$ cat src/rtl/dual_cnt_sequencer_pkg.sv
// Shared types and default sizing for the dual modulo-counter run controller.
package dual_cnt_pkg;

    localparam int unsigned W_DEF       = 10;
    localparam int unsigned RST_CYC_DEF = 4;
    localparam int unsigned RUN_CYC_DEF = 28;
    localparam int unsigned CW_DEF      = 16;

    typedef enum logic [1:0] {
        IDLE,
        HOLD,
        RUN,
        REPORT
    } state_t;

endpackage

$ cat src/rtl/dual_cnt_sequencer_if.sv
// Result handshake bundle: totals plus status flags under valid/ready.
interface dual_cnt_sequencer_if #(
    parameter int unsigned CW = 16
);

    logic          res_valid;
    logic          res_ready;
    logic [CW-1:0] res_coutA;
    logic [CW-1:0] res_coutB;
    logic [CW-1:0] res_eq;
    logic          res_err;
    logic          res_aborted;

    modport master (
        output res_valid,
        output res_coutA,
        output res_coutB,
        output res_eq,
        output res_err,
        output res_aborted,
        input  res_ready
    );

    modport slave (
        input  res_valid,
        input  res_coutA,
        input  res_coutB,
        input  res_eq,
        input  res_err,
        input  res_aborted,
        output res_ready
    );

endinterface

$ cat src/rtl/dual_cnt_sequencer_sat_event_cnt.sv
// Saturating event counter: counts cycles where en and ev are both high.
module sat_event_cnt #(
    parameter int unsigned CW = 16
) (
    input  logic          clk,
    input  logic          rst_n,
    input  logic          clr,
    input  logic          en,
    input  logic          ev,
    output logic [CW-1:0] count
);

    always_ff @(posedge clk or negedge rst_n) begin
        if (!rst_n) begin
            count <= '0;
        end else if (clr) begin
            count <= '0;
        end else if (en && ev && (count != '1)) begin
            count <= count + 1'b1;
        end
    end

endmodule

$ cat src/rtl/dual_cnt_sequencer.sv
// Run controller: holds the datapath in reset, runs it for a fixed window,
// counts carry/coincidence events and reports totals via valid/ready.
module dual_cnt_sequencer
    import dual_cnt_pkg::*;
#(
    parameter int unsigned W       = W_DEF,
    parameter int unsigned RST_CYC = RST_CYC_DEF,
    parameter int unsigned RUN_CYC = RUN_CYC_DEF,
    parameter int unsigned CW      = CW_DEF
) (
    input  logic                 CLK,
    input  logic                 rst_n,
    input  logic                 start,
    input  logic                 abort,
    input  logic [W-1:0]         cfg_modA,
    input  logic [W-1:0]         cfg_modB,
    output logic                 busy,
    output logic                 dp_rst_n,
    output logic [W-1:0]         dp_modA,
    output logic [W-1:0]         dp_modB,
    input  logic                 dp_CoutA,
    input  logic                 dp_CoutB,
    input  logic                 dp_eq,
    dual_cnt_sequencer_if.master res
);

    localparam int unsigned TMAX = (RST_CYC > RUN_CYC) ? RST_CYC : RUN_CYC;
    localparam int unsigned TW   = (TMAX > 1) ? $clog2(TMAX) : 1;

    state_t        state, state_nx;
    logic [TW-1:0] timer, timer_nx;
    logic          accept;
    logic          cnt_en;
    logic          err;
    logic          aborted;

    always_ff @(posedge CLK or negedge rst_n) begin
        if (!rst_n) begin
            state <= IDLE;
            timer <= '0;
        end else begin
            state <= state_nx;
            timer <= timer_nx;
        end
    end

    always_comb begin
        state_nx = state;
        timer_nx = timer;
        accept   = 1'b0;
        case (state)
            IDLE: begin
                if (start) begin
                    accept = 1'b1;
                    if ((cfg_modA == '0) || (cfg_modB == '0)) begin
                        state_nx = REPORT;
                    end else begin
                        state_nx = HOLD;
                        timer_nx = TW'(RST_CYC - 1);
                    end
                end
            end
            HOLD: begin
                if (abort) begin
                    state_nx = REPORT;
                end else if (timer == '0) begin
                    state_nx = RUN;
                    timer_nx = TW'(RUN_CYC - 1);
                end else begin
                    timer_nx = timer - 1'b1;
                end
            end
            RUN: begin
                if (abort || (timer == '0)) begin
                    state_nx = REPORT;
                end else begin
                    timer_nx = timer - 1'b1;
                end
            end
            REPORT: begin
                if (res.res_ready) begin
                    state_nx = IDLE;
                end
            end
            default: state_nx = IDLE;
        endcase
    end

    // Configuration and status flags only change on acceptance or abort,
    // so results stay frozen after the handshake until the next run.
    always_ff @(posedge CLK or negedge rst_n) begin
        if (!rst_n) begin
            dp_modA <= '0;
            dp_modB <= '0;
            err     <= 1'b0;
            aborted <= 1'b0;
        end else if (accept) begin
            dp_modA <= cfg_modA;
            dp_modB <= cfg_modB;
            err     <= (cfg_modA == '0) || (cfg_modB == '0);
            aborted <= 1'b0;
        end else if (abort && ((state == HOLD) || (state == RUN))) begin
            aborted <= 1'b1;
        end
    end

    assign cnt_en = (state == RUN);

    sat_event_cnt #(.CW(CW)) u_cnt_coutA (
        .clk   (CLK),
        .rst_n (rst_n),
        .clr   (accept),
        .en    (cnt_en),
        .ev    (dp_CoutA),
        .count (res.res_coutA)
    );

    sat_event_cnt #(.CW(CW)) u_cnt_coutB (
        .clk   (CLK),
        .rst_n (rst_n),
        .clr   (accept),
        .en    (cnt_en),
        .ev    (dp_CoutB),
        .count (res.res_coutB)
    );

    sat_event_cnt #(.CW(CW)) u_cnt_eq (
        .clk   (CLK),
        .rst_n (rst_n),
        .clr   (accept),
        .en    (cnt_en),
        .ev    (dp_eq),
        .count (res.res_eq)
    );

    assign busy            = (state != IDLE);
    assign dp_rst_n        = (state == RUN);
    assign res.res_valid   = (state == REPORT);
    assign res.res_err     = err;
    assign res.res_aborted = aborted;

endmodule

$ cat src/flat_wrapper.sv
// flat-port wrapper written by rule: the top's interface ports become plain ports
module dual_cnt_sequencer_flat import dual_cnt_pkg::*;
#(
    parameter int unsigned W       = W_DEF,
    parameter int unsigned RST_CYC = RST_CYC_DEF,
    parameter int unsigned RUN_CYC = RUN_CYC_DEF,
    parameter int unsigned CW      = CW_DEF
)
  (CLK, rst_n, start, abort, cfg_modA, cfg_modB, busy, dp_rst_n, dp_modA, dp_modB, dp_CoutA, dp_CoutB, dp_eq, res_res_valid, res_res_coutA, res_res_coutB, res_res_eq, res_res_err, res_res_aborted, res_res_ready);
  dual_cnt_sequencer_if #(.CW(CW)) res_i ();
  input  logic CLK;
  input  logic rst_n;
  input  logic start;
  input  logic abort;
  input  logic [W-1:0] cfg_modA;
  input  logic [W-1:0] cfg_modB;
  output logic busy;
  output logic dp_rst_n;
  output logic [W-1:0] dp_modA;
  output logic [W-1:0] dp_modB;
  input  logic dp_CoutA;
  input  logic dp_CoutB;
  input  logic dp_eq;
  output wire logic [$bits(res_i.res_valid)-1:0] res_res_valid;
  output wire logic [$bits(res_i.res_coutA)-1:0] res_res_coutA;
  output wire logic [$bits(res_i.res_coutB)-1:0] res_res_coutB;
  output wire logic [$bits(res_i.res_eq)-1:0] res_res_eq;
  output wire logic [$bits(res_i.res_err)-1:0] res_res_err;
  output wire logic [$bits(res_i.res_aborted)-1:0] res_res_aborted;
  input wire logic [$bits(res_i.res_ready)-1:0] res_res_ready;
  assign res_res_valid = res_i.res_valid;
  assign res_res_coutA = res_i.res_coutA;
  assign res_res_coutB = res_i.res_coutB;
  assign res_res_eq = res_i.res_eq;
  assign res_res_err = res_i.res_err;
  assign res_res_aborted = res_i.res_aborted;
  assign res_i.res_ready = res_res_ready;
  dual_cnt_sequencer #(.W(W), .RST_CYC(RST_CYC), .RUN_CYC(RUN_CYC), .CW(CW)) u_core (.CLK(CLK), .rst_n(rst_n), .start(start), .abort(abort), .cfg_modA(cfg_modA), .cfg_modB(cfg_modB), .busy(busy), .dp_rst_n(dp_rst_n), .dp_modA(dp_modA), .dp_modB(dp_modB), .dp_CoutA(dp_CoutA), .dp_CoutB(dp_CoutB), .dp_eq(dp_eq), .res(res_i));
endmodule
$ cat config.mk
export PLATFORM = sky130hd
export DESIGN_NAME = dual_cnt_sequencer_flat
export DESIGN_NICKNAME = d
export VERILOG_FILES = /design/src/rtl/dual_cnt_sequencer_pkg.sv /design/src/rtl/dual_cnt_sequencer_if.sv /design/src/rtl/dual_cnt_sequencer_sat_event_cnt.sv /design/src/rtl/dual_cnt_sequencer.sv /design/src/flat_wrapper.sv
export SDC_FILE = /design/constraint.sdc
export NUM_CORES = 1
export LEC_CHECK = 0
export BUFFER_PORTS_ARGS = -buffer_cell sky130_fd_sc_hd__buf_2
export CORE_ASPECT_RATIO = 0.5
export CORE_MARGIN = 8
export CORE_UTILIZATION = 45
export DETAILED_ROUTE_END_ITERATION = 16
export GPL_TIMING_DRIVEN = 0
export PLACE_DENSITY_LB_ADDON = 0.08
export SYNTH_ARGS = -nofsm -noshare
export SYNTH_HDL_FRONTEND = slang
export SYNTH_HIERARCHICAL = 1
export SYNTH_SLANG_ARGS = --single-unit
$ cat constraint.sdc
create_clock -name CLK -period 6.4 [get_ports CLK]
set_input_delay 0.32 -clock CLK [delete_from_list [all_inputs] [get_ports CLK]]
set_output_delay 0.32 -clock CLK [all_outputs]
set_load 0.01 [all_outputs]
## Word-level counts from Yosys, hierarchy flattened

Index checks and enable logic that the tools add are counted.

| operators by class | value |
|---|---|
| eq/ne operators | 13 |
| add/subtract/negate cells | 4 |
| muxes and demuxes | 23 |
| reductions and logical operators | 22 |

Operator list:

| operator | number |
|---|---|
| $mux W16 | 6 |
| $add A16 B1 Y16 const B | 3 |
| $ne A16 B16 Y1 const B | 3 |
| $mux W5 | 5 |
| $logic_not A10 Y1 | 2 |
| $pmux W5 S3 | 1 |
| $mux W2 | 6 |
| $reduce_bool A2 Y1 | 5 |
| $ne A2 B2 Y1 const B | 4 |
| $pmux W2 S4 | 1 |
| $logic_and A1 B1 Y1 | 7 |
| $logic_not A5 Y1 | 1 |
| $reduce_and A5 Y1 | 1 |
| $sub A5 B1 Y5 const B | 1 |
| $eq A2 B2 Y1 const B | 2 |
| $mux W1 | 4 |
| $ne A2 B1 Y1 const B | 2 |
| $reduce_and A4 Y1 | 1 |
| $logic_or A1 B1 Y1 | 3 |
| $ne A3 B2 Y1 const B | 1 |
| $reduce_bool A3 Y1 | 1 |
| $eq A2 B1 Y1 const B | 1 |
| $logic_not A2 Y1 | 1 |

| word-level totals | value |
|---|---|
| output and inout bits | 73 |
| logic and storage cells | 71 |
| bits of input ports | 28 |
| register bits after elaboration | 77 |

## Longest topological paths before layout

Gate-level depths: netlist of run 1.

| depth | value |
|---|---|
| depth after elaboration | 5 |
| depth in mapped cells | 8 |
| gate-level depth less buffers | 6 |

## Hierarchy

Netlist of run 1, hierarchy kept.

Modules (own cells, without submodules):

| module | cells each | sequential area each (µm²) | times used | area an instance (µm²) |
|---|---|---|---|---|
| sat_event_cnt | 103 | 400.4 | 3 | 920.9 |
| dual_cnt_sequencer | 119 | 725.7 | 1 | 1446.4 |

## Worst setup path after synthesis of run 1

OpenSTA, ideal clock, no wires.

| timing path | value |
|---|---|
| kind | reg-to-reg |
| start | register u_core.state[0] |
| end | register u_core.u_cnt_coutA.count[11] |
| period minus slack after synthesis | 2350 ps |
| path buffers | 1 |
| cell stages (with the launch flop) | 8 |
| data arrival time | 2272 ps |
| slack | 4050 ps |
| setup time | 78 ps |
| required time | 6322 ps |
| cell sequence | dfrtp_1 -> inv_1 -> ha_1 -> nand2_1 -> or4_1 -> buf_2 -> or4_1 -> a21oi_1 |

| between the ends | value |
|---|---|
| longest elaborated chain between the ends | 4 |
| elaborated cells on any way between the ends | 7 |
| classes of those cells | eq/ne (1); mux (2); reduce/logical (4) |

Ends and longest elaborated chain:

| element | RTL line | RTL |
|---|---|---|
| from (decl) | dual_cnt_sequencer.sv:30 | `state_t state, state_nx;` |
| from (signal assigned) | dual_cnt_sequencer.sv:42 | `state <= state_nx;` |
| $eq A2 B2 Y1 | -- |  |
| named net dp_rst_n | flat_wrapper.sv:18 | `output logic dp_rst_n;` |
| $logic_and A1 B1 Y1 (2 in series) | dual_cnt_sequencer_sat_event_cnt.sv:18 | `end else if (en && ev && (count != '1)) begin` |
| $reduce_bool A2 Y1 (no line) | -- |  |
| to (signal assigned) | dual_cnt_sequencer_sat_event_cnt.sv:19 | `count <= count + 1'b1;` |
| to (decl) | dual_cnt_sequencer_sat_event_cnt.sv:10 | `output logic [CW-1:0] count` |

The timed path passes the listed nets, and every way through them passes these cells.
A chain may end at the register's enable or synchronous reset.

## Final worst setup path of run 1

| timing path | value |
|---|---|
| start | register u_core.state[0] |
| end | register u_core.u_cnt_coutB.count[9] |

| between the ends | value |
|---|---|
| longest elaborated chain between the ends | 4 |
| elaborated cells on any way between the ends | 7 |
| classes of those cells | eq/ne (1); mux (2); reduce/logical (4) |

Ends and longest elaborated chain:

| element | RTL line | RTL |
|---|---|---|
| $eq A2 B2 Y1 | dual_cnt_sequencer.sv:107 | `assign cnt_en = (state == RUN);` |
| $logic_and A1 B1 Y1 (2 in series) | dual_cnt_sequencer_sat_event_cnt.sv:18 |  |
| $reduce_bool A2 Y1 (no line) | -- |  |
| to (signal assigned) | dual_cnt_sequencer_sat_event_cnt.sv:19 |  |
| to (decl) | dual_cnt_sequencer_sat_event_cnt.sv:10 |  |

Parallel ways exist; a longest one is shown, timed or not.

==> impl_metrics.prom, run 1 <==
# TYPE chip_impl_metric gauge
chip_impl_metric{name="tritoncts.num_buffers",unit=""} 9
chip_impl_metric{name="hold_viol",unit=""} 0
chip_impl_metric{name="drtPass1Iterations",unit=""} 4
chip_impl_metric{name="hpwl",unit="mm"} 8.03
chip_impl_metric{name="antenna_found_initial",unit=""} 0
chip_impl_metric{name="max_freq",unit="MHz"} 373
chip_impl_info{name="worst_hold_startpoint",value="cfg_modB[4]"} 1
chip_impl_metric{name="timing.critical_path.buf_inv",unit=""} 2
chip_impl_metric{name="multiInputGateArea",unit="µm²"} 2120
chip_impl_metric{name="drc",unit=""} 0
chip_impl_metric{name="p_int",unit="mW"} 1.26
chip_impl_info{name="root_buffer",value="sky130_fd_sc_hd__clkbuf_16"} 1
chip_impl_info{name="critical-path-top-delay-family",value="simple AND/OR/NAND/NOR gates"} 1
chip_impl_info{name="crit_path_end_kind",value="flip-flop"} 1
chip_impl_info{name="tritoncts",value="yes"} 1
chip_impl_metric{name="dieHeight",unit="µm"} 84.4
chip_impl_metric{name="pwr-share-comb",unit=""} 0.333
chip_impl_metric{name="syn_area",unit="µm²"} 4210
chip_impl_metric{name="power.share.sequential",unit=""} 0.357
chip_impl_metric{name="fin_ws",unit="ns"} 3.72
chip_impl_metric{name="wl",unit="mm"} 11.0
chip_impl_metric{name="syn_to_final_growth",unit="%"} 24.3
chip_impl_metric{name="timing.final.max_slew_violations",unit=""} 0
chip_impl_metric{name="cts_buffer_depth",unit=""} 2
chip_impl_metric{name="groute.usage.overall",unit=""} 0.171
chip_impl_metric{name="clock_transition_at_the_registers_of_the_reported_paths",unit="ns"} 0.06
chip_impl_metric{name="power_per_cell_area",unit="nW/µm²"} 360
chip_impl_metric{name="grt_use_met2",unit=""} 0.280
chip_impl_metric{name="timing.final.crit_period",unit="ns"} 2.68
chip_impl_info{name="status",value="complete, no violations"} 1
chip_impl_metric{name="setup_viol",unit=""} 0
chip_impl_metric{name="clock-sinks",unit=""} 77
chip_impl_metric{name="routed-via-count",unit=""} 3897
chip_impl_metric{name="fin_crit_sh",unit=""} 0.419
chip_impl_info{name="most_used_routing_layer_in_global_routing",value="met2"} 1
chip_impl_metric{name="netSwitchingFraction",unit=""} 0.332
chip_impl_metric{name="nNetsFinal",unit=""} 578
chip_impl_info{name="synth.largest_area_cell",value="sky130_fd_sc_hd__dfrtp_1"} 1
chip_impl_metric{name="p_leak",unit="nW"} 2.31
chip_impl_metric{name="replace_congestion",unit=""} 0.787
chip_impl_metric{name="totalPowerFinal",unit="mW"} 1.89
chip_impl_metric{name="fp.dieW",unit="µm"} 153
chip_impl_info{name="type_of_the_worst_min_delay_path",value="in -> reg"} 1
chip_impl_metric{name="skew",unit="ns"} 0.00520
chip_impl_info{name="crit_path_start_kind",value="flip-flop"} 1
chip_impl_metric{name="worst-endpoint-required",unit="ns"} 6.66
chip_impl_metric{name="netlist-cell-type-count",unit=""} 39
chip_impl_metric{name="post_synthesis_register_bit_count",unit=""} 77
chip_impl_metric{name="drt_iter0_drc",unit=""} 219
chip_impl_metric{name="max_cap_viol_count",unit=""} 0
chip_impl_metric{name="netlist.area_leader.share",unit=""} 0.458
chip_impl_metric{name="avgRoutedWirePerCell",unit="µm"} 16.6
chip_impl_metric{name="part_of_the_power_in_the_clock_network",unit=""} 0.310
chip_impl_info{name="synth_area_leaders",value="sky130_fd_sc_hd__dfrtp_1 46%, sky130_fd_sc_hd__mux2_2 7.0%, sky130_fd_sc_hd__a21oi_1 5.6%"} 1
chip_impl_metric{name="io_buffer_count",unit=""} 100
chip_impl_metric{name="core_area",unit="µm²"} 9260
chip_impl_metric{name="drive_gt1_frac",unit=""} 0.315
chip_impl_metric{name="regArea",unit="µm²"} 1930
chip_impl_metric{name="clock_insertion_delay_worst_skew",unit="ns"} 0.34
chip_impl_metric{name="tightestPinTransition",unit="ns"} 0.753
chip_impl_metric{name="async_set_or_reset_register_ratio_after_synthesis",unit=""} 1.00
chip_impl_metric{name="synth_enable_flop_cells",unit=""} 0
chip_impl_metric{name="grt_overflow",unit=""} 0
chip_impl_metric{name="global_route_wire_length_before_repair",unit="mm"} 18.4
chip_impl_metric{name="design.die.area",unit="µm²"} 12900
chip_impl_metric{name="critical_path_arrival",unit="ns"} 2.94
chip_impl_metric{name="postSynthAreaPerCell",unit="µm²"} 9.83
chip_impl_metric{name="vias_per_cell",unit=""} 5.84
chip_impl_metric{name="antenna_violating_nets_post_route",unit=""} 0
chip_impl_metric{name="ir_drop",unit="µV"} 175
chip_impl_info{name="post-synth-top-count-cell",value="sky130_fd_sc_hd__dfrtp_1"} 1
chip_impl_info{name="crit_path_frequent_cell",value="sky130_fd_sc_hd__or4_1"} 1
chip_impl_metric{name="worst-path-max-fanout",unit=""} 12
chip_impl_metric{name="mappedNetlistNets",unit=""} 465
chip_impl_metric{name="design.portCount",unit=""} 101
chip_impl_metric{name="initial_core_util",unit=""} 0.455
chip_impl_metric{name="dp_worst_setup_slack",unit="ns"} 3.71
chip_impl_info{name="synth_top_flop_cell",value="sky130_fd_sc_hd__dfrtp_1"} 1
chip_impl_metric{name="timing.max_slew.rel_slack",unit=""} 0.494
chip_impl_info{name="critical_path.cell_chain",value="inv_1 > ha_1 > nand2_1 > or4_1 > buf_2 > or4_1 > a21oi_1"} 1
chip_impl_metric{name="global_route.usage.met3",unit=""} 0.0476
chip_impl_metric{name="yosysSeqAreaShare",unit=""} 0.458
chip_impl_metric{name="critical_path.max_stage_delay",unit="ns"} 0.56
chip_impl_info{name="synth.top_cells.by_count",value="77 x sky130_fd_sc_hd__dfrtp_1, 47 x sky130_fd_sc_hd__a21oi_1, 30 x sky130_fd_sc_hd__or4_1"} 1
chip_impl_metric{name="grt_max_degree",unit=""} 41
chip_impl_metric{name="htree_num_levels",unit=""} 3
chip_impl_metric{name="p_sw",unit="µW"} 626
chip_impl_metric{name="first_global_vias",unit=""} 3698
chip_impl_metric{name="filler_cell_count",unit=""} 828
chip_impl_metric{name="synthCells",unit=""} 428
chip_impl_metric{name="met1_usage",unit=""} 0.217
chip_impl_metric{name="insertedDiodeCount",unit=""} 0
chip_impl_metric{name="totalNegativeSetupSlack",unit="ns"} 0
chip_impl_metric{name="num_rows",unit=""} 25
chip_impl_info{name="grt_setup_unrepaired",value="no"} 1
chip_impl_info{name="r2r-start",value="u_core/state[0]"} 1
chip_impl_metric{name="synth_warnings",unit=""} 6
chip_impl_metric{name="postCtsSetupBuffers",unit=""} 0
chip_impl_info{name="worstSetupPathType",value="reg -> reg"} 1
chip_impl_info{name="critical_path.startpoint",value="u_core/state[0]"} 1
chip_impl_info{name="crit_path_top_delay_cell",value="sky130_fd_sc_hd__or4_1"} 1
-- placed cells by master, fill, tap and decap left out, drive strengths merged --
cell	instances
o31ai	29
o22ai	1
nand3	14
a211oi	1
nor4b	1
inv	21
or3	9
nor2b	4
ha	9
buf	114
o21ai	16
a41o	1
and2	7
nor4	13
nand4	21
a21oi	47
a31oi	1
clkinv	2
dlygate4sd3	1
nand3b	4
and3	6
nand2	28
and4	3
or4	33
clkbuf	17
nor3	4
mux2	30
dfrtp	77
nand2b	2
bufinv	3
xnor2	2
clkinvlp	1
a31o	1
o41ai	3
o211ai	1
nor2	18
o311ai	1
-- through the flow --
stage	cell area, µm²	hold WS (ns)	std cells	utilization
3_5_place_dp	4880	0.342	650	0.527
3_3_place_gp	4860	0.477	649	0.525
4_1_cts	5230	0.218	667	0.565
2_1_floorplan	4210	0.0244	428	-
5_1_grt	5230	0.226	667	0.565
6_report	5230	0.229	667	0.565
-- power by group through the flow --
stage                     clock network, mW  registers, mW  logic (mW)
final                                 0.585          0.673       0.628
after global routing                  0.616          0.689       0.688
after CTS                             0.602          0.673       0.637
after detailed placement                  0          0.680       0.636
after global placement                    0          0.678       0.628
after floorplan                           0          0.715       0.381
-- routing by layer --
layer | vias up | part of all wire | wire length (µm)
met4 | 0 | 0.0099 | 109
met1 | 1920 | 0.47 | 5160
li1 | 1865 | - | -
met5 | - | 0 | 0
met2 | 102 | 0.47 | 5210
met3 | 10 | 0.052 | 570
-- logic make-up (layout without fill, tap and decap cells) --
kind of cell,Yosys count,count (layout),share of synthesized area
simple gates,167,167,0.240
flops,77,77,0.458
mux,30,30,0.0838
xor+xnor,2,2,0.00416
buf+inv,41,159,0.0395
fa+ha+maj,9,9,0.0268
compound gates,102,102,0.147
-- flip-flops by register name (all words and copies together) (netlist names), 2 cells and up --
signal                    flops
u_core/u_cnt_coutA/count     16
u_core/u_cnt_coutB/count     16
u_core/u_cnt_eq/count        16
u_core/dp_modA               10
u_core/dp_modB               10
u_core/timer                  5
u_core/state                  2
-- path summary, 6_finish.rpt --
check                                         endpoint  slack [ns]  depth (start not counted)
setup reg to reg           u_core/u_cnt_coutB/count[9]        3.72                          7
hold / removal                       u_core/dp_modB[4]        0.23                          2
setup / recovery           u_core/u_cnt_coutB/count[9]        3.72                          7
min in group asynchronous    u_core/u_cnt_eq/count[12]        0.50                          2
max in group asynchronous            u_core/dp_modA[5]        5.31                          3
hold reg to reg                 u_core/res.res_aborted        0.50                          2
-- cell type report --
cell class	count	share of cell area
clock buffers	10	0.0437
flip-flops and latches	77	0.368
plain buffers	20	0.0167
repair buffers	102	0.102
well taps	121	0.0289
clock inverters	6	0.0213
inverters	21	0.0151
multi-input cells	310	0.404
-- worst register-to-register path, stage by stage (launching register included) --
cell and delay, ns:
sky130_fd_sc_hd__dfrtp_1 0.42, sky130_fd_sc_hd__inv_1 0.12, sky130_fd_sc_hd__ha_1 0.48, sky130_fd_sc_hd__nand2_1 0.23
sky130_fd_sc_hd__or4_1 0.56, sky130_fd_sc_hd__buf_2 0.18, sky130_fd_sc_hd__or4_1 0.47, sky130_fd_sc_hd__a21oi_1 0.15
-- what timing repair did --
item	4_1_cts	5_1_grt
endpoints found under the hold margin	39	0
resized for setup	0	0
endpoints found under the setup margin	0	0
hold buffers	1	0
No activity file was read; power rests on OpenSTA's default activity.
==> run 2: changes to the inputs <==
- clock period: 6.4 -> 2.2 ns (I/O delays scaled with it)
==> run 2 against run 1 <==
Critical path depth is 1 higher. Non-clock buffer count is 13 higher. Count of clock-buffer cells in the layout unchanged. Largest cell class unchanged. Global-route usage increased by 0.68 points. Hold slack got worse by 0.21 ns. Routed wire length rose by 7.4%. Via count is 1.6% higher.
==> impl_metrics.prom, run 2 (synthesis results as in run 1) <==
# TYPE chip_impl_metric gauge
chip_impl_info{name="status",value="complete, no violations"} 1
chip_impl_metric{name="p_leak",unit="nW"} 2.47
chip_impl_metric{name="avgRoutedWirePerCell",unit="µm"} 17.4
chip_impl_metric{name="fin_crit_sh",unit=""} 0.988
chip_impl_info{name="worstSetupPathType",value="reg -> reg"} 1
chip_impl_metric{name="insertedDiodeCount",unit=""} 0
chip_impl_metric{name="drive_gt1_frac",unit=""} 0.385
chip_impl_metric{name="worst-path-max-fanout",unit=""} 5
chip_impl_info{name="critical_path.cell_chain",value="inv_2 > ha_4 > buf_12 > nand2_4 > or4_4 > buf_6 > or4_1 > a21oi_1"} 1
chip_impl_metric{name="cts_buffer_depth",unit=""} 2
chip_impl_metric{name="design.die.area",unit="µm²"} 12900
chip_impl_metric{name="setup_viol",unit=""} 0
chip_impl_metric{name="antenna_violating_nets_post_route",unit=""} 0
chip_impl_info{name="r2r-start",value="u_core/state[0]"} 1
chip_impl_metric{name="initial_core_util",unit=""} 0.455
chip_impl_info{name="mostFrequentLayoutCell",value="sky130_fd_sc_hd__buf_2"} 1
chip_impl_metric{name="routed-via-count",unit=""} 3959
chip_impl_metric{name="worst-r2r-setup-slack",unit="ns"} 0.03
chip_impl_metric{name="dp_worst_setup_slack",unit="ns"} -0.415
chip_impl_metric{name="wl",unit="mm"} 11.9
chip_impl_metric{name="hold_slack",unit="ns"} 0.0197
chip_impl_metric{name="timing.final.crit_period",unit="ns"} 2.17
chip_impl_info{name="root_buffer",value="sky130_fd_sc_hd__clkbuf_16"} 1
chip_impl_metric{name="filler_cell_count",unit=""} 838
chip_impl_metric{name="antenna_found_initial",unit=""} 0
chip_impl_info{name="layout.cells.most_common_list",value="108 x sky130_fd_sc_hd__buf_2, 77 x sky130_fd_sc_hd__dfrtp_1, 42 x sky130_fd_sc_hd__a21oi_1"} 1
chip_impl_metric{name="layoutNonFillerInstCount",unit=""} 680
chip_impl_metric{name="critical_path_arrival",unit="ns"} 2.44
chip_impl_metric{name="timing.critical_path.buf_inv",unit=""} 3
chip_impl_metric{name="timing.final.max_slew_violations",unit=""} 0
chip_impl_metric{name="hold_viol",unit=""} 0
chip_impl_metric{name="groute.usage.overall",unit=""} 0.178
chip_impl_metric{name="skew",unit="ns"} 0.00600
chip_impl_metric{name="hpwl",unit="mm"} 8.14
chip_impl_metric{name="core_area",unit="µm²"} 9260
chip_impl_metric{name="vias_per_cell",unit=""} 5.82
chip_impl_metric{name="drtPass1Iterations",unit=""} 4
chip_impl_metric{name="max_freq",unit="MHz"} 460
chip_impl_metric{name="worst-endpoint-required",unit="ns"} 2.46
chip_impl_metric{name="syn_to_final_growth",unit="%"} 30.0
chip_impl_info{name="type_of_the_worst_min_delay_path",value="in -> reg"} 1
chip_impl_metric{name="grt_overflow",unit=""} 0
chip_impl_metric{name="global_route_wire_length_before_repair",unit="mm"} 19.2
chip_impl_metric{name="fp.dieW",unit="µm"} 153
chip_impl_metric{name="htree_num_levels",unit=""} 3
chip_impl_metric{name="worst_hold_path_cells",unit=""} 2
chip_impl_metric{name="tritoncts.num_buffers",unit=""} 9
chip_impl_info{name="crit_path_start_kind",value="flip-flop"} 1
chip_impl_metric{name="utilization",unit=""} 0.591
chip_impl_info{name="worst_hold_startpoint",value="cfg_modA[8]"} 1
chip_impl_info{name="timing.hold.worst_endpoint",value="u_core/dp_modA[8]"} 1
chip_impl_info{name="tritoncts",value="yes"} 1
chip_impl_metric{name="num_rows",unit=""} 25
chip_impl_metric{name="drc",unit=""} 0
chip_impl_metric{name="tightestPinTransition",unit="ns"} 0.763
chip_impl_metric{name="io_buffer_count",unit=""} 100
chip_impl_metric{name="drt_iter0_drc",unit=""} 236
chip_impl_metric{name="max_cap_viol_count",unit=""} 0
chip_impl_metric{name="crit_cells",unit=""} 8
chip_impl_metric{name="replace_congestion",unit=""} 0.795
chip_impl_info{name="largestRegisters",value="u_core/u_cnt_coutA/count (16), u_core/u_cnt_coutB/count (16), u_core/u_cnt_eq/count (16)"} 1
chip_impl_metric{name="worstRegToRegCells",unit=""} 8
chip_impl_info{name="crit_path_end_kind",value="flip-flop"} 1
chip_impl_metric{name="timing.max_slew.rel_slack",unit=""} 0.487
chip_impl_metric{name="design.portCount",unit=""} 101
chip_impl_metric{name="clock_transition_at_the_registers_of_the_reported_paths",unit="ns"} 0.06
chip_impl_metric{name="dieHeight",unit="µm"} 84.4
chip_impl_metric{name="place.detailed.instances",unit=""} 650
chip_impl_metric{name="grt_max_degree",unit=""} 48
chip_impl_info{name="crit_path_top_delay_cell",value="sky130_fd_sc_hd__or4_4"} 1
chip_impl_metric{name="clock-sinks",unit=""} 77
chip_impl_info{name="grt_setup_unrepaired",value="yes"} 1
chip_impl_metric{name="clock_insertion_delay_worst_skew",unit="ns"} 0.34
chip_impl_metric{name="ir_drop",unit="µV"} 611
chip_impl_metric{name="power_per_cell_area",unit="nW/µm²"} 999
chip_impl_metric{name="critical_path.max_stage_delay",unit="ns"} 0.49
chip_impl_info{name="critical-path-top-delay-family",value="simple AND/OR/NAND/NOR gates"} 1
chip_impl_info{name="worst_r2r_dst",value="u_core/u_cnt_eq/count[11]"} 1
chip_impl_metric{name="nNetsFinal",unit=""} 591
chip_impl_metric{name="first_global_vias",unit=""} 3764
chip_impl_metric{name="fin_ws",unit="ns"} 0.0256
[run 2: changes by cell type in the layout (fill, tap and decap cells not counted), moves of 4 or more]
cell / delta
sky130_fd_sc_hd__clkbuf_1: -5
sky130_fd_sc_hd__clkbuf_2: +6
sky130_fd_sc_hd__or4_4: +7
sky130_fd_sc_hd__or4_1: -7
sky130_fd_sc_hd__a21oi_1: -5
sky130_fd_sc_hd__buf_4: +9
sky130_fd_sc_hd__nand2_1: -4
sky130_fd_sc_hd__a21oi_2: +5
sky130_fd_sc_hd__nand2_4: +4
[run 2: report_power, final]
group          leakage [nW]  switching [mW]  internal, mW  total [mW]
clock                 0.140           0.600         0.905        1.51
sequential             1.01           0.242          1.73        1.97
combinational          1.31            1.05         0.929        1.98
total                  2.47            1.90          3.57        5.46
[run 2: worst max-delay path by stage]
stage	from	to	slack, ns
CTS	u_core/state[0]	u_core/u_cnt_coutB/count[9]	-0.007
global placement	u_core/state[0]	u_core/u_cnt_coutB/count[9]	-0.39
detailed placement	u_core/state[0]	u_core/u_cnt_eq/count[7]	-0.42
floorplan	u_core/state[0]	u_core/u_cnt_coutA/count[11]	0.02
finish	u_core/state[0]	u_core/u_cnt_eq/count[11]	0.03
global route	u_core/state[0]	u_core/u_cnt_eq/count[11]	-0.03
[run 2: through the flow]
| stage | TNS, ns | power, mW | cell area, µm² |
|---|---|---|---|
| after global routing | -0.0867 | 5.82 | 5470 |
| after global placement | -12.09 | 3.81 | 4870 |
| after detailed placement | -13.17 | 3.86 | 4900 |
| after floorplan | 0 | 3.21 | 4220 |
| after CTS | -0.00724 | 5.45 | 5280 |
| final | 0 | 5.46 | 5470 |
[run 2: per-layer routing]
| layer | vias up | GRT usage | share of wire |
|---|---|---|---|
| li1 | 1889 | - | - |
| met1 | 1949 | 0.244 | 0.49 |
| met2 | 115 | 0.253 | 0.43 |
| met3 | 6 | 0.0789 | 0.080 |
| met4 | 0 | 0.0348 | 0.0037 |
| met5 | - | 0 | 0 |
[run 2: cell type report]
cell class / count / area [µm²] / share of cell area
tap: 121 / 151 / 0.0277
multi-input combinational: 310 / 2250 / 0.411
clock buffer: 10 / 239 / 0.0437
inverter: 21 / 78.8 / 0.0144
buffer: 19 / 115 / 0.0210
clock inverter: 6 / 62.6 / 0.0114
timing repair buffer: 116 / 648 / 0.118
sequential: 77 / 1930 / 0.352
[run 2: worst reg2reg max path, delay by kind of cell, from the launching register on]
| kind | cells | cell delay (ns) |
|---|---|---|
| flip-flops | 1 | 0.39 |
| AO/OA/AOI/OAI | 1 | 0.14 |
| buffers and inverters | 3 | 0.37 |
| adder cells (fa/ha/maj) | 1 | 0.19 |
| AND/OR/NAND/NOR | 3 | 1.02 |
[run 2: what timing repair did]
action | in CTS | in global routing
resized for setup | 14 | 31
pin swaps | 1 | 17
hold buffers | 1 | 0
setup buffers | 3 | 8
gates cloned | 0 | 3
endpoints found under the setup margin | 48 | 45
hold endpoints to repair | 30 | 0
==> run 3: changes to the inputs <==
- CTS_BUF_LIST: not set -> sky130_fd_sc_hd__clkbuf_16
==> run 3 against run 2 <==
Core utilization down 0.50 points. Maximum frequency up 0.18%. Clock skew about the same. Sequential share of layout area up 0.30 points. Largest cell class unchanged. Largest power group is now registers. Highest routed layer unchanged.
==> impl_metrics.prom, run 3 (synthesis results as in run 1) <==
# TYPE chip_impl_metric gauge
chip_impl_metric{name="drtPass1Iterations",unit=""} 4
chip_impl_info{name="grt_setup_unrepaired",value="yes"} 1
chip_impl_metric{name="avgRoutedWirePerCell",unit="µm"} 17.2
chip_impl_metric{name="hpwl",unit="mm"} 8.14
chip_impl_metric{name="antenna_found_initial",unit=""} 0
chip_impl_metric{name="regArea",unit="µm²"} 1930
chip_impl_metric{name="clock-sinks",unit=""} 77
chip_impl_metric{name="timing.max_slew.rel_slack",unit=""} 0.478
chip_impl_metric{name="design.die.area",unit="µm²"} 12900
chip_impl_info{name="crit_path_end_kind",value="flip-flop"} 1
chip_impl_metric{name="syn_to_final_growth",unit="%"} 28.9
chip_impl_metric{name="worst_hold_path_cells",unit=""} 2
chip_impl_metric{name="worst-endpoint-required",unit="ns"} 2.47
chip_impl_metric{name="layoutNonFillerInstCount",unit=""} 677
chip_impl_metric{name="timing.final.max_slew_violations",unit=""} 0
chip_impl_metric{name="setup_viol",unit=""} 0
chip_impl_metric{name="routed-via-count",unit=""} 3901
chip_impl_metric{name="vias_per_cell",unit=""} 5.76
chip_impl_metric{name="worst-r2r-setup-slack",unit="ns"} 0.03
chip_impl_info{name="type_of_the_worst_min_delay_path",value="in -> reg"} 1
chip_impl_metric{name="clock_insertion_delay_worst_skew",unit="ns"} 0.33
chip_impl_metric{name="p_leak",unit="nW"} 2.45
chip_impl_metric{name="nNetsFinal",unit=""} 588
chip_impl_metric{name="grt_overflow",unit=""} 0
chip_impl_metric{name="first_global_vias",unit=""} 3765
chip_impl_metric{name="skew",unit="ns"} 0.00610
chip_impl_info{name="layout.cells.most_common_list",value="108 x sky130_fd_sc_hd__buf_2, 77 x sky130_fd_sc_hd__dfrtp_1, 43 x sky130_fd_sc_hd__a21oi_1"} 1
chip_impl_info{name="r2r-start",value="u_core/state[0]"} 1
chip_impl_info{name="root_buffer",value="sky130_fd_sc_hd__clkbuf_16"} 1
chip_impl_metric{name="io_buffer_count",unit=""} 100
chip_impl_metric{name="power_per_cell_area",unit="nW/µm²"} 994
chip_impl_metric{name="critical_path_arrival",unit="ns"} 2.44
chip_impl_info{name="critical_path.cell_chain",value="inv_2 > ha_4 > nand2_4 > or4_4 > buf_6 > or4_4 > a21oi_2"} 1
chip_impl_info{name="crit_path_frequent_cell",value="sky130_fd_sc_hd__or4_4"} 1
chip_impl_metric{name="groute.usage.overall",unit=""} 0.177
chip_impl_metric{name="clock_transition_at_the_registers_of_the_reported_paths",unit="ns"} 0.06
chip_impl_metric{name="num_rows",unit=""} 25
chip_impl_metric{name="drc",unit=""} 0
chip_impl_info{name="worst_hold_startpoint",value="cfg_modA[8]"} 1
chip_impl_metric{name="drt_iter0_drc",unit=""} 197
chip_impl_info{name="worstSetupPathType",value="reg -> reg"} 1
chip_impl_info{name="timing.hold.worst_endpoint",value="u_core/dp_modA[8]"} 1
chip_impl_info{name="mostFrequentLayoutCell",value="sky130_fd_sc_hd__buf_2"} 1
chip_impl_metric{name="fin_crit_sh",unit=""} 0.987
chip_impl_metric{name="place.detailed.instances",unit=""} 650
chip_impl_metric{name="max_freq",unit="MHz"} 461
chip_impl_metric{name="max_cap_viol_count",unit=""} 0
chip_impl_info{name="status",value="complete, no violations"} 1
chip_impl_metric{name="hold_viol",unit=""} 0
chip_impl_metric{name="wl",unit="mm"} 11.7
chip_impl_metric{name="timing.final.crit_period",unit="ns"} 2.17
chip_impl_metric{name="design.portCount",unit=""} 101
chip_impl_metric{name="initial_core_util",unit=""} 0.455
chip_impl_metric{name="multiInputGateArea",unit="µm²"} 2240
chip_impl_metric{name="global_route_wire_length_before_repair",unit="mm"} 19.2
chip_impl_metric{name="dieHeight",unit="µm"} 84.4
chip_impl_metric{name="insertedDiodeCount",unit=""} 0
chip_impl_metric{name="antenna_violating_nets_post_route",unit=""} 0
chip_impl_info{name="crit_path_top_delay_cell",value="sky130_fd_sc_hd__or4_4"} 1
chip_impl_metric{name="tritoncts.num_buffers",unit=""} 9
chip_impl_info{name="tritoncts",value="yes"} 1
chip_impl_metric{name="fp.dieW",unit="µm"} 153
chip_impl_info{name="largestRegisters",value="u_core/u_cnt_coutA/count (16), u_core/u_cnt_coutB/count (16), u_core/u_cnt_eq/count (16)"} 1
chip_impl_metric{name="critical_path.max_stage_delay",unit="ns"} 0.53
chip_impl_metric{name="htree_num_levels",unit=""} 3
chip_impl_info{name="worst_r2r_dst",value="u_core/u_cnt_eq/count[9]"} 1
chip_impl_metric{name="hold_slack",unit="ns"} 0.0211
chip_impl_metric{name="drive_gt1_frac",unit=""} 0.378
chip_impl_metric{name="totalPowerFinal",unit="mW"} 5.39
chip_impl_metric{name="worstRegToRegCells",unit=""} 7
chip_impl_metric{name="replace_congestion",unit=""} 0.795
chip_impl_metric{name="ir_drop",unit="µV"} 611
chip_impl_metric{name="grt_max_degree",unit=""} 48
chip_impl_metric{name="tightestPinTransition",unit="ns"} 0.777
chip_impl_metric{name="worst-path-max-fanout",unit=""} 10
chip_impl_metric{name="cts_buffer_depth",unit=""} 2
chip_impl_metric{name="filler_cell_count",unit=""} 839
chip_impl_metric{name="core_area",unit="µm²"} 9260
chip_impl_info{name="crit_path_start_kind",value="flip-flop"} 1
[run 3: cell types whose count changed in the layout (fill, tap and decap cells not counted), sizes merged]
cell    previous run  this run
clkinv             2         3
clkbuf            21        19
buf              123       121
[run 3: worst max-delay path: cells and delay by family, from the launching register on]
family                   cells  cell delay, ns
AO/OA/AOI/OAI                1            0.14
AND/OR/NAND/NOR              3            1.08
buffers and inverters        2            0.25
adder cells (fa/ha/maj)      1            0.23
flip-flops                   1            0.39
[run 3: power breakdown]
part	switching, mW	internal (mW)	leakage, nW
clock network	0.598	0.870	0.135
logic	1.05	0.901	1.30
registers	0.241	1.73	1.01
total	1.89	3.50	2.45
[run 3: worst max path at each step]
stage	cells after the start	startpoint	to
finish	7	u_core/state[0]	u_core/u_cnt_eq/count[9]
floorplan	7	u_core/state[0]	u_core/u_cnt_coutA/count[11]
detailed placement	8	u_core/state[0]	u_core/u_cnt_eq/count[7]
global route	7	u_core/state[0]	u_core/u_cnt_eq/count[9]
CTS	7	u_core/state[0]	u_core/u_cnt_coutB/count[9]
global placement	8	u_core/state[0]	u_core/u_cnt_coutB/count[9]
[run 3: repair_timing]
item | in CTS | in global routing
resized for setup | 15 | 29
pin swaps | 1 | 13
gates cloned | 0 | 2
endpoints found under the hold margin | 30 | 0
setup endpoints to repair | 48 | 45
hold buffers | 1 | 0
buffers inserted | 3 | 6
[run 3: stage by stage]
step	utilization	worst slack [ns]	TNS [ns]	instance area, µm²
after floorplan	-	0.0243	0	4220
after CTS	0.569	-0.00724	-0.00894	5270
after global routing	0.586	-0.0420	-0.0945	5420
final	0.586	0.0295	0	5420
after detailed placement	0.530	-0.415	-13.17	4900
after global placement	0.526	-0.390	-12.09	4870
[run 3: final cells by class]
cell class	instances	area share
clock buffer	9	0.0415
tap	121	0.0279
sequential	77	0.355
inverter	21	0.0145
multi-input combinational	310	0.414
buffer	19	0.0212
timing repair buffer	113	0.113
clock inverter	7	0.0122
[run 3: layer usage]
layer | vias to the layer above | share of wire | wire length [µm] | global-route usage
li1 | 1883 | - | - | -
met1 | 1925 | 0.50 | 5820 | 0.243
met2 | 87 | 0.42 | 4940 | 0.253
met3 | 6 | 0.075 | 873 | 0.0789
met4 | 0 | 0.0038 | 44 | 0.0294
met5 | - | 0 | 0 | 0
